`config.mk`:
```
export PLATFORM = sky130hd
export DESIGN_NAME = sub_result_stage
export DESIGN_NICKNAME = d
export VERILOG_FILES = /design/src/rtl/sub_result_pkg.sv /design/src/rtl/sub_result_flags.sv /design/src/rtl/sub_result_stage.sv
export SDC_FILE = /design/constraint.sdc
export NUM_CORES = 1
export LEC_CHECK = 0
export ABC_CLOCK_PERIOD_IN_PS = 3710
export CORE_MARGIN = 1
export CORE_UTILIZATION = 53
export DETAILED_ROUTE_END_ITERATION = 8
export PLACE_DENSITY = 0.9
export SYNTH_ARGS = -nofsm -noshare
export SYNTH_HDL_FRONTEND = slang
export SYNTH_SLANG_ARGS = --single-unit
```
`constraint.sdc`:
```
create_clock -name clk -period 3.71 [get_ports clk]
set_clock_uncertainty 0.05 [all_clocks]
set_input_delay 0.5565 -clock clk [delete_from_list [all_inputs] [get_ports clk]]
set_output_delay 0.5565 -clock clk [all_outputs]
set_load 0.005 [all_outputs]
```
`src/rtl/sub_result_pkg.sv`:
```
// Shared types and defaults for the subtractor result stage.
package sub_result_pkg;

    localparam int unsigned DEF_WIDTH = 32;
    localparam int unsigned DEF_CNT_W = 8;
    localparam logic [DEF_CNT_W-1:0] CNT_MAX = '1;

    typedef enum logic [1:0] {
        StEmpty,
        StOne,
        StFull
    } state_e;

    typedef struct packed {
        logic zero;
        logic neg;
        logic slt;
        logic sltu;
    } flags_t;

endpackage

```
`src/rtl/sub_result_flags.sv`:
```
// Compare flags derived from a subtractor result (a - b).
module sub_result_flags
    import sub_result_pkg::*;
#(
    parameter int unsigned WIDTH = DEF_WIDTH
) (
    input  logic [WIDTH-1:0] diff_i,
    input  logic             carryout_i,
    input  logic             overflow_i,
    output flags_t           flags_o
);

    always_comb begin
        flags_o.zero = (diff_i == '0);
        flags_o.neg  = diff_i[WIDTH-1];
        flags_o.slt  = diff_i[WIDTH-1] ^ overflow_i;
        // carryout=1 means no borrow, i.e. a >= b unsigned
        flags_o.sltu = ~carryout_i;
    end

endmodule

```
`src/rtl/sub_result_stage.sv`:
```
// Registered, two-entry skid-buffered output stage for the ripple subtractor.
// Optional SUB_RESULT_STICKY_EN adds a sticky overflow flag with a clear input.
module sub_result_stage
    import sub_result_pkg::*;
#(
    parameter int unsigned WIDTH = DEF_WIDTH,
    parameter int unsigned CNT_W = DEF_CNT_W
) (
    input  logic             clk,
    input  logic             rst_n,
`ifdef SUB_RESULT_STICKY_EN
    input  logic             sticky_clr,
    output logic             sticky_ovf,
`endif
    input  logic             in_valid,
    output logic             in_ready,
    input  logic [WIDTH-1:0] in_diff,
    input  logic             in_carryout,
    input  logic             in_overflow,
    output logic             out_valid,
    input  logic             out_ready,
    output logic [WIDTH-1:0] out_diff,
    output logic             out_zero,
    output logic             out_neg,
    output logic             out_slt,
    output logic             out_sltu,
    output logic [CNT_W-1:0] ovf_count
);

    localparam logic [CNT_W-1:0] CntMax = {CNT_W{1'b1}};

    state_e             state_q, state_d;
    logic [WIDTH-1:0]   main_diff_q, main_diff_d;
    logic [WIDTH-1:0]   skid_diff_q, skid_diff_d;
    flags_t             main_flags_q, main_flags_d;
    flags_t             skid_flags_q, skid_flags_d;
    flags_t             in_flags;
    logic               in_ready_q, in_ready_d;
    logic [CNT_W-1:0]   ovf_count_q, ovf_count_d;
    logic               accept, pop;

    sub_result_flags #(
        .WIDTH (WIDTH)
    ) u_flags (
        .diff_i     (in_diff),
        .carryout_i (in_carryout),
        .overflow_i (in_overflow),
        .flags_o    (in_flags)
    );

    assign accept = in_valid & in_ready_q;
    assign pop    = out_valid & out_ready;

    always_comb begin
        state_d      = state_q;
        main_diff_d  = main_diff_q;
        main_flags_d = main_flags_q;
        skid_diff_d  = skid_diff_q;
        skid_flags_d = skid_flags_q;
        ovf_count_d  = ovf_count_q;

        unique case (state_q)
            StEmpty: begin
                if (accept) begin
                    state_d      = StOne;
                    main_diff_d  = in_diff;
                    main_flags_d = in_flags;
                end
            end
            StOne: begin
                if (accept && !pop) begin
                    state_d      = StFull;
                    skid_diff_d  = in_diff;
                    skid_flags_d = in_flags;
                end else if (accept && pop) begin
                    main_diff_d  = in_diff;
                    main_flags_d = in_flags;
                end else if (pop) begin
                    state_d = StEmpty;
                end
            end
            StFull: begin
                if (pop) begin
                    state_d      = StOne;
                    main_diff_d  = skid_diff_q;
                    main_flags_d = skid_flags_q;
                end
            end
            default: state_d = StEmpty;
        endcase

        // Registered ready: deasserted only while both entries are occupied
        in_ready_d = (state_d != StFull);

        if (accept && in_overflow && (ovf_count_q != CntMax)) begin
            ovf_count_d = ovf_count_q + 1'b1;
        end
    end

    always_ff @(posedge clk or negedge rst_n) begin
        if (!rst_n) begin
            state_q      <= StEmpty;
            main_diff_q  <= '0;
            main_flags_q <= '0;
            skid_diff_q  <= '0;
            skid_flags_q <= '0;
            in_ready_q   <= 1'b0;
            ovf_count_q  <= '0;
        end else begin
            state_q      <= state_d;
            main_diff_q  <= main_diff_d;
            main_flags_q <= main_flags_d;
            skid_diff_q  <= skid_diff_d;
            skid_flags_q <= skid_flags_d;
            in_ready_q   <= in_ready_d;
            ovf_count_q  <= ovf_count_d;
        end
    end

    assign in_ready  = in_ready_q;
    assign out_valid = (state_q != StEmpty);
    assign out_diff  = main_diff_q;
    assign out_zero  = main_flags_q.zero;
    assign out_neg   = main_flags_q.neg;
    assign out_slt   = main_flags_q.slt;
    assign out_sltu  = main_flags_q.sltu;
    assign ovf_count = ovf_count_q;

`ifdef SUB_RESULT_STICKY_EN
    logic sticky_q, sticky_d;

    // Set has priority over a same-cycle clear
    always_comb begin
        sticky_d = sticky_q;
        if (accept && in_overflow) begin
            sticky_d = 1'b1;
        end else if (sticky_clr) begin
            sticky_d = 1'b0;
        end
    end

    always_ff @(posedge clk or negedge rst_n) begin
        if (!rst_n) begin
            sticky_q <= 1'b0;
        end else begin
            sticky_q <= sticky_d;
        end
    end

    assign sticky_ovf = sticky_q;
`endif

endmodule

```
==> metrics.txt, run 1 <==
outcome complete, but fails checks; failing checks DRC; worst setup margin 1.260 ns; Rows 29; Worst Tran Pin Value 1.149 ns; CTS tree built; Crit. End Element flop; Placer Congestion approximately 0.77; pre-CTS WS 0.8928 ns; hold slack 0.3247 ns; clock buffer depth 2; TNS Setup 0 ns; CTS Root Buffer Type clkbuf_8; syn avg cell area 9.888 um^2; Synth async-reset ratio 100.0%; FF+latch count, synth between 80 and 90; most common cell in the netlist nand2_1; ANT cells 0; crit path kind in -> reg; internal power 0.002251 W; total wire length 7.413 mm; Initial DRC Count 219; clock latency on the worst-skew pair 0.34 ns; first-pass GRT wire length between 10 and 15 mm; die width 83.84 um; Final setup viols 0; # port buffers 83; r2r startpoint state_q[1]$_DFF_PN0_; routed wl met2 3.592 mm; sequential-to-total area share from yosys stat 57.10%; Worst-path clk slew 0.08 ns; Clk pwr share roughly 18%; Initial Util 55.27%; Tmin final around 2.5 ns; # resized after CTS 0; worst endpoint required time 3.88 ns; net switching power between 0.001 and 0.0015 W; Pwr Density just over 700 nW/um^2; crit share post-route 66.05%; area grow syn2layout 29.22%; Worst Path Max Fanout 32; Die Y roughly 84 um; post-synthesis instance total 359; Top Layer Used met4; Antenna Violating Nets Remaining 0; Die ar. roughly 7000 um^2; top cells by area, synth dfrtp_1, nand2_1, mux2i_1; Layout Nets about 480; vias in the first global route roughly 2700; worst-case reg-to-reg path depth 4; WL met3 366 um; final hold vios 0; ports placed on the boundary 84; grt ovf 0; Syn Std Cell Area 3550 um^2; CP Capture Point out_diff[28]$_DFFE_PN0P_; top cell type's share of synthesized area 57.10%; Static Leak 2.284 nW; layout cells sized above 1 6.349%; sequential share of power a little under half; Ys Warns 0; Inst Count DP slightly above 500; initial antenna violation count 0; Max Clk Rate 408.1 MHz; flop2flop setup slack around 1.6 ns; switching share of power 32.09%; detailed-route DRC error count 10; Critical Path Source out_ready; CP Launch Type input pin; area leader, netlist dfrtp_1; post-synthesis net count ~400; largest net degree at the start of global routing 82; Core Util, Final a little under three quarters; Relative slew margins 23.41%; VDD IR-drop max approximately 440 uV; via/cell ratio around 5.3; Slew Limit Fails 0; CTS sink cnt 81; hpwl dp 5.045 mm; Layout Cells excl Fill 518; Clock H-tree levels 3; synth cell count leaders nand2_1, dfrtp_1, o21ai_0; Detailed Routing Iterations Pass 1 6; main flop type after synthesis dfrtp_1; min-delay worst type in -> async; Metal-1 WL about 3.3 mm; setup repair bufs after CTS 0; Post-synth EDFFs 0; Placeable Area approximately 6400 um^2; total CTS buffers 9; hold_buf cts 0; vias post-DR 2770; RSZ-0062 raised after global routing no; Netlist cell types 33; reg2reg end out_diff[28]$_DFFE_PN0P_; Total Routing Usage GR 22.96%; combinational power share 35.8%; Max-Cap Viols 0; routed len/inst about 14 um; crit path DAT 2.62 ns
## worst max-delay path: stages
cell and delay, ns:
clkdlybuf4s50_1 0.62, and4b_1 0.32, a221oi_4 0.56, buf_4 0.40
o21ai_0 0.14
## metal layers
metal / track usage [%] / up-vias
met2: 36.29 / 83
li1: - / 1347
met4: 9.091 / 0
met1: 30.61 / 1326
met5: 0 / -
met3: 5.836 / 14
## cell families (layout without fill, tap and decap cells)
kind of cell	Yosys count	count (layout)	share of synthesized area (%)
AO/OA/AOI/OAI	46	46	7.508
XOR/XNOR	8	8	1.974
multiplexers	35	35	9.975
adder cells (fa/ha/maj)	1	1	0.3524
flip-flops	81	81	57.10
AND/OR/NAND/NOR	167	167	19.92
buffers and inverters	21	103	3.172
## power by group through the flow
| stage | Clock [W] | Combinational [W] | Sequential, W |
|---|---|---|---|
| global placement | 0 | 0.00115 | 0.00153 |
| global route | 0.000644 | 0.00131 | 0.00159 |
| detailed placement | 0 | 0.00120 | 0.00155 |
| floorplan | 0 | 0.000578 | 0.00152 |
| CTS | 0.000597 | 0.00120 | 0.00154 |
| finish | 0.000589 | 0.00119 | 0.00154 |
## stage by stage
stage | total power, W | area (um^2)
6_report | 0.003315 | 4587
2_1_floorplan | 0.002098 | 3550
4_1_cts | 0.003338 | 4587
5_1_grt | 0.003550 | 4587
3_5_place_dp | 0.002747 | 4407
3_3_place_gp | 0.002677 | 4407
## layout make-up
class                      count  area, um^2
sequential                    81        2027
inverter                       1       3.754
tap                           77       96.34
fill                         463        1836
clock buffer                  12       165.2
multi-input combinational    257        1421
timing repair buffer          87       858.3
clock inverter                 3       15.01
## flip-flops by register name, indices dropped and copies added (netlist names), 2 cells and up
signal,count
state_q,2
out_diff,32
ovf_count,8
skid_diff_q,32
skid_flags_q,3
## worst min path at each step
stage                             endpoint  slack, ns
6_report          out_diff[21]$_DFFE_PN0P_       0.32
5_1_grt           out_diff[21]$_DFFE_PN0P_       0.41
4_1_cts           out_diff[21]$_DFFE_PN0P_       0.36
3_5_place_dp   skid_diff_q[31]$_DFFE_PN0P_       0.41
3_3_place_gp    skid_diff_q[8]$_DFFE_PN0P_       0.41
2_1_floorplan           in_ready$_DFF_PN0_       0.21
## layout by cell type (no fill, tap or decap), types with 3 or more instances in the layout
| cell | Yosys | final |
|---|---|---|
| nand4_1 | 5 | 5 |
| dfrtp_1 | 81 | 81 |
| mux2i_1 | 32 | 32 |
| buf_4 | 2 | 5 |
| mux2_2 | 3 | 3 |
| nor4_1 | 8 | 8 |
| and3_1 | 3 | 3 |
| nand2_1 | 139 | 139 |
| xnor2_1 | 7 | 7 |
| clkdlybuf4s50_1 | 0 | 82 |
| a21oi_1 | 3 | 3 |
| clkinv_2 | 0 | 3 |
| o21ai_1 | 4 | 4 |
| o21ai_0 | 34 | 34 |
| nor2_1 | 3 | 3 |
| clkbuf_8 | 0 | 12 |
No activity file was read; power rests on OpenSTA's default activity.
==> run 2, diff against run 1 <==
--- a/config.mk
+++ b/config.mk
@@ -5,11 +5,11 @@
 export SDC_FILE = /design/constraint.sdc
 export NUM_CORES = 1
 export LEC_CHECK = 0
-export ABC_CLOCK_PERIOD_IN_PS = 3710
+export ABC_CLOCK_PERIOD_IN_PS = 2300
 export CORE_MARGIN = 1
-export CORE_UTILIZATION = 53
+export CORE_UTILIZATION = 50
 export DETAILED_ROUTE_END_ITERATION = 8
-export PLACE_DENSITY = 0.9
+export PLACE_DENSITY = 0.86
 export SYNTH_ARGS = -nofsm -noshare
 export SYNTH_HDL_FRONTEND = slang
 export SYNTH_SLANG_ARGS = --single-unit
==> constraint.sdc (replaced) <==
create_clock -name clk -period 2.3 [get_ports clk]
set_clock_uncertainty 0.05 [all_clocks]
set_input_delay 0.345 -clock clk [delete_from_list [all_inputs] [get_ports clk]]
set_output_delay 0.345 -clock clk [all_outputs]
set_load 0.005 [all_outputs]
==> run 2 against run 1 <==
Net effect: the run now ends clean; global-route usage shrank 0.15 points; sequential power grew 61%; combinational power grew 66%; core utilization shrank 1.9 points; final area grew 3.6%; final cell count grew 5.2%; largest cell class unchanged; register-to-register slack lost 1.1 ns; die area grew 5.8%; via count grew 1.7%; clock power grew 110%; sequential share of layout area shrank 1.5 points; critical path type is now reg -> out; total power grew 72%.
==> metrics.txt, run 2 (same netlist as run 1, synthesis figures left out) <==
Initial Util 51.96%; Static Leak 2.351 nW; Pwr Density between 1000 and 1500 nW/um^2; Worst Min Path Start skid_diff_q[30]$_DFFE_PN0P_; worst endpoint required time 1.90 ns; Inst Count DP 528; Total Routing Usage GR 22.81%; min-delay worst type reg -> reg; hold slack 0.4269 ns; clock latency on the worst-skew pair roughly 0.35 ns; routed len/inst 14.20 um; hold path depth 2; # port buffers 83; Tmin final 2.062 ns; CP Launch Type flop; die width 86.26 um; final hold vios 0; Max Clk Rate between 400 and 500 MHz; Crit. End Element primary output; grt ovf 0; # resized after CTS 0; Die Y 86.26 um; vias post-DR 2817; Worst Tran Pin Value 0.6101 ns; first-pass GRT wire length 13.17 mm; Max-Cap Viols 0; Worst-path clk slew approximately 0.080 ns; GR peak layer met2; Layout Nets 483; CTS sink cnt 81; r2r startpoint state_q[1]$_DFF_PN0_; Relative slew margins about 59%; flop2flop setup slack 0.41 ns; vias in the first global route 2827; Worst Path Max Fanout 8; setup repair bufs after CTS 0; Placer Congestion 0.8727; Placeable Area 6832 um^2; crit path DAT between 1.5 and 2 ns; commonest non-fill, non-tap cells in the layout nand2_1, clkdlybuf4s50_1, dfrtp_1; grt met3 use a little under 4%; total CTS buffers 9; TNS Setup 0 ns; initial antenna violation count 0; area grow syn2layout 33.87%; ANT cells 0; clock buffer depth 2; Clock H-tree levels 3; Layout Cells excl Fill 545; CTS Root Buffer Type clkbuf_8; Slew Limit Fails 0; layout cells sized above 1 under 10%; Detailed Routing Iterations Pass 1 4; reg2reg end out_zero$_DFFE_PN0P_; crit share post-route 89.67%; Antenna Violating Nets Remaining 0; detailed-route DRC error count 0; Rows 30; VDD IR-drop max around 540 uV; largest net degree at the start of global routing 48; crit path kind reg -> out; Die ar. 7440 um^2; worst-case reg-to-reg path depth 4; met2 global-route usage 36.94%; Final setup viols 0; met1 Use GR 31.08%; hpwl dp 5.331 mm; total wire length 7.741 mm; RSZ-0062 raised after global routing no; outcome complete, no violations; commonest non-fill, non-tap cell in the layout nand2_1; CTS tree built; via/cell ratio 5.169; Hold EP skid_diff_q[30]$_DFFE_PN0P_; ports placed on the boundary 84; Initial DRC Count 201
## run 2: where the power goes
group	internal (W)	switching, W	total, W
Clock	0.000723	0.000515	0.00124
Sequential	0.00207	0.000404	0.00248
Combinational	0.00112	0.000850	0.00197
Total	0.00392	0.00177	0.00569
## run 2: how the worst max path moves through the flow
stage                              from                        to  slack [ns]  depth (start not counted)
6_report           state_q[1]$_DFF_PN0_                 out_valid        0.24                          3
5_1_grt            state_q[1]$_DFF_PN0_                 out_valid        0.11                          3
3_5_place_dp                  out_ready      out_zero$_DFFE_PN0P_        0.15                          5
2_1_floorplan  ovf_count[0]$_DFFE_PN0P_  ovf_count[1]$_DFFE_PN0P_        0.62                          4
3_3_place_gp                  out_ready      out_zero$_DFFE_PN0P_        0.20                          5
4_1_cts            state_q[1]$_DFF_PN0_                 out_valid        0.21                          3
## run 2: worst max-delay path, cell delays in order (launching register included)
cell and delay (ns):
dfrtp_1 0.48, nor2_1 0.32, inv_1 0.08, clkdlybuf4s50_1 0.45
## run 2: final cells by class
cell class,instances,area (um^2)
fill,551,2079
sequential,81,2027
clock inverter,7,117.6
inverter,1,3.754
timing repair buffer,94,938.4
clock buffer,9,123.9
tap,96,120.1
multi-input combinational,257,1421
## run 2: through the flow
stage / instance area, um^2 / setup WS [ns] / utilization (%) / total power [W]
floorplan: 3550 / 0.6169 / - / 0.003384
global placement: 4501 / 0.2041 / 65.88 / 0.004375
detailed placement: 4501 / 0.1545 / 65.88 / 0.004486
CTS: 4752 / 0.2123 / 69.56 / 0.005733
global route: 4752 / 0.1132 / 69.56 / 0.006091
finish: 4752 / 0.2377 / 69.56 / 0.005687
## run 2: timing repair
action / 4_1_cts / 5_1_grt
hold endpoints to repair: 46 / 0
endpoints found under the setup margin: 0 / 0
hold buffers: 1 / 0
## run 2: metal layers
metal,vias up,share of wire [%]
li1,1367,-
met1,1366,45
met2,67,49
met3,17,4.6
met4,0,1.6
met5,-,0
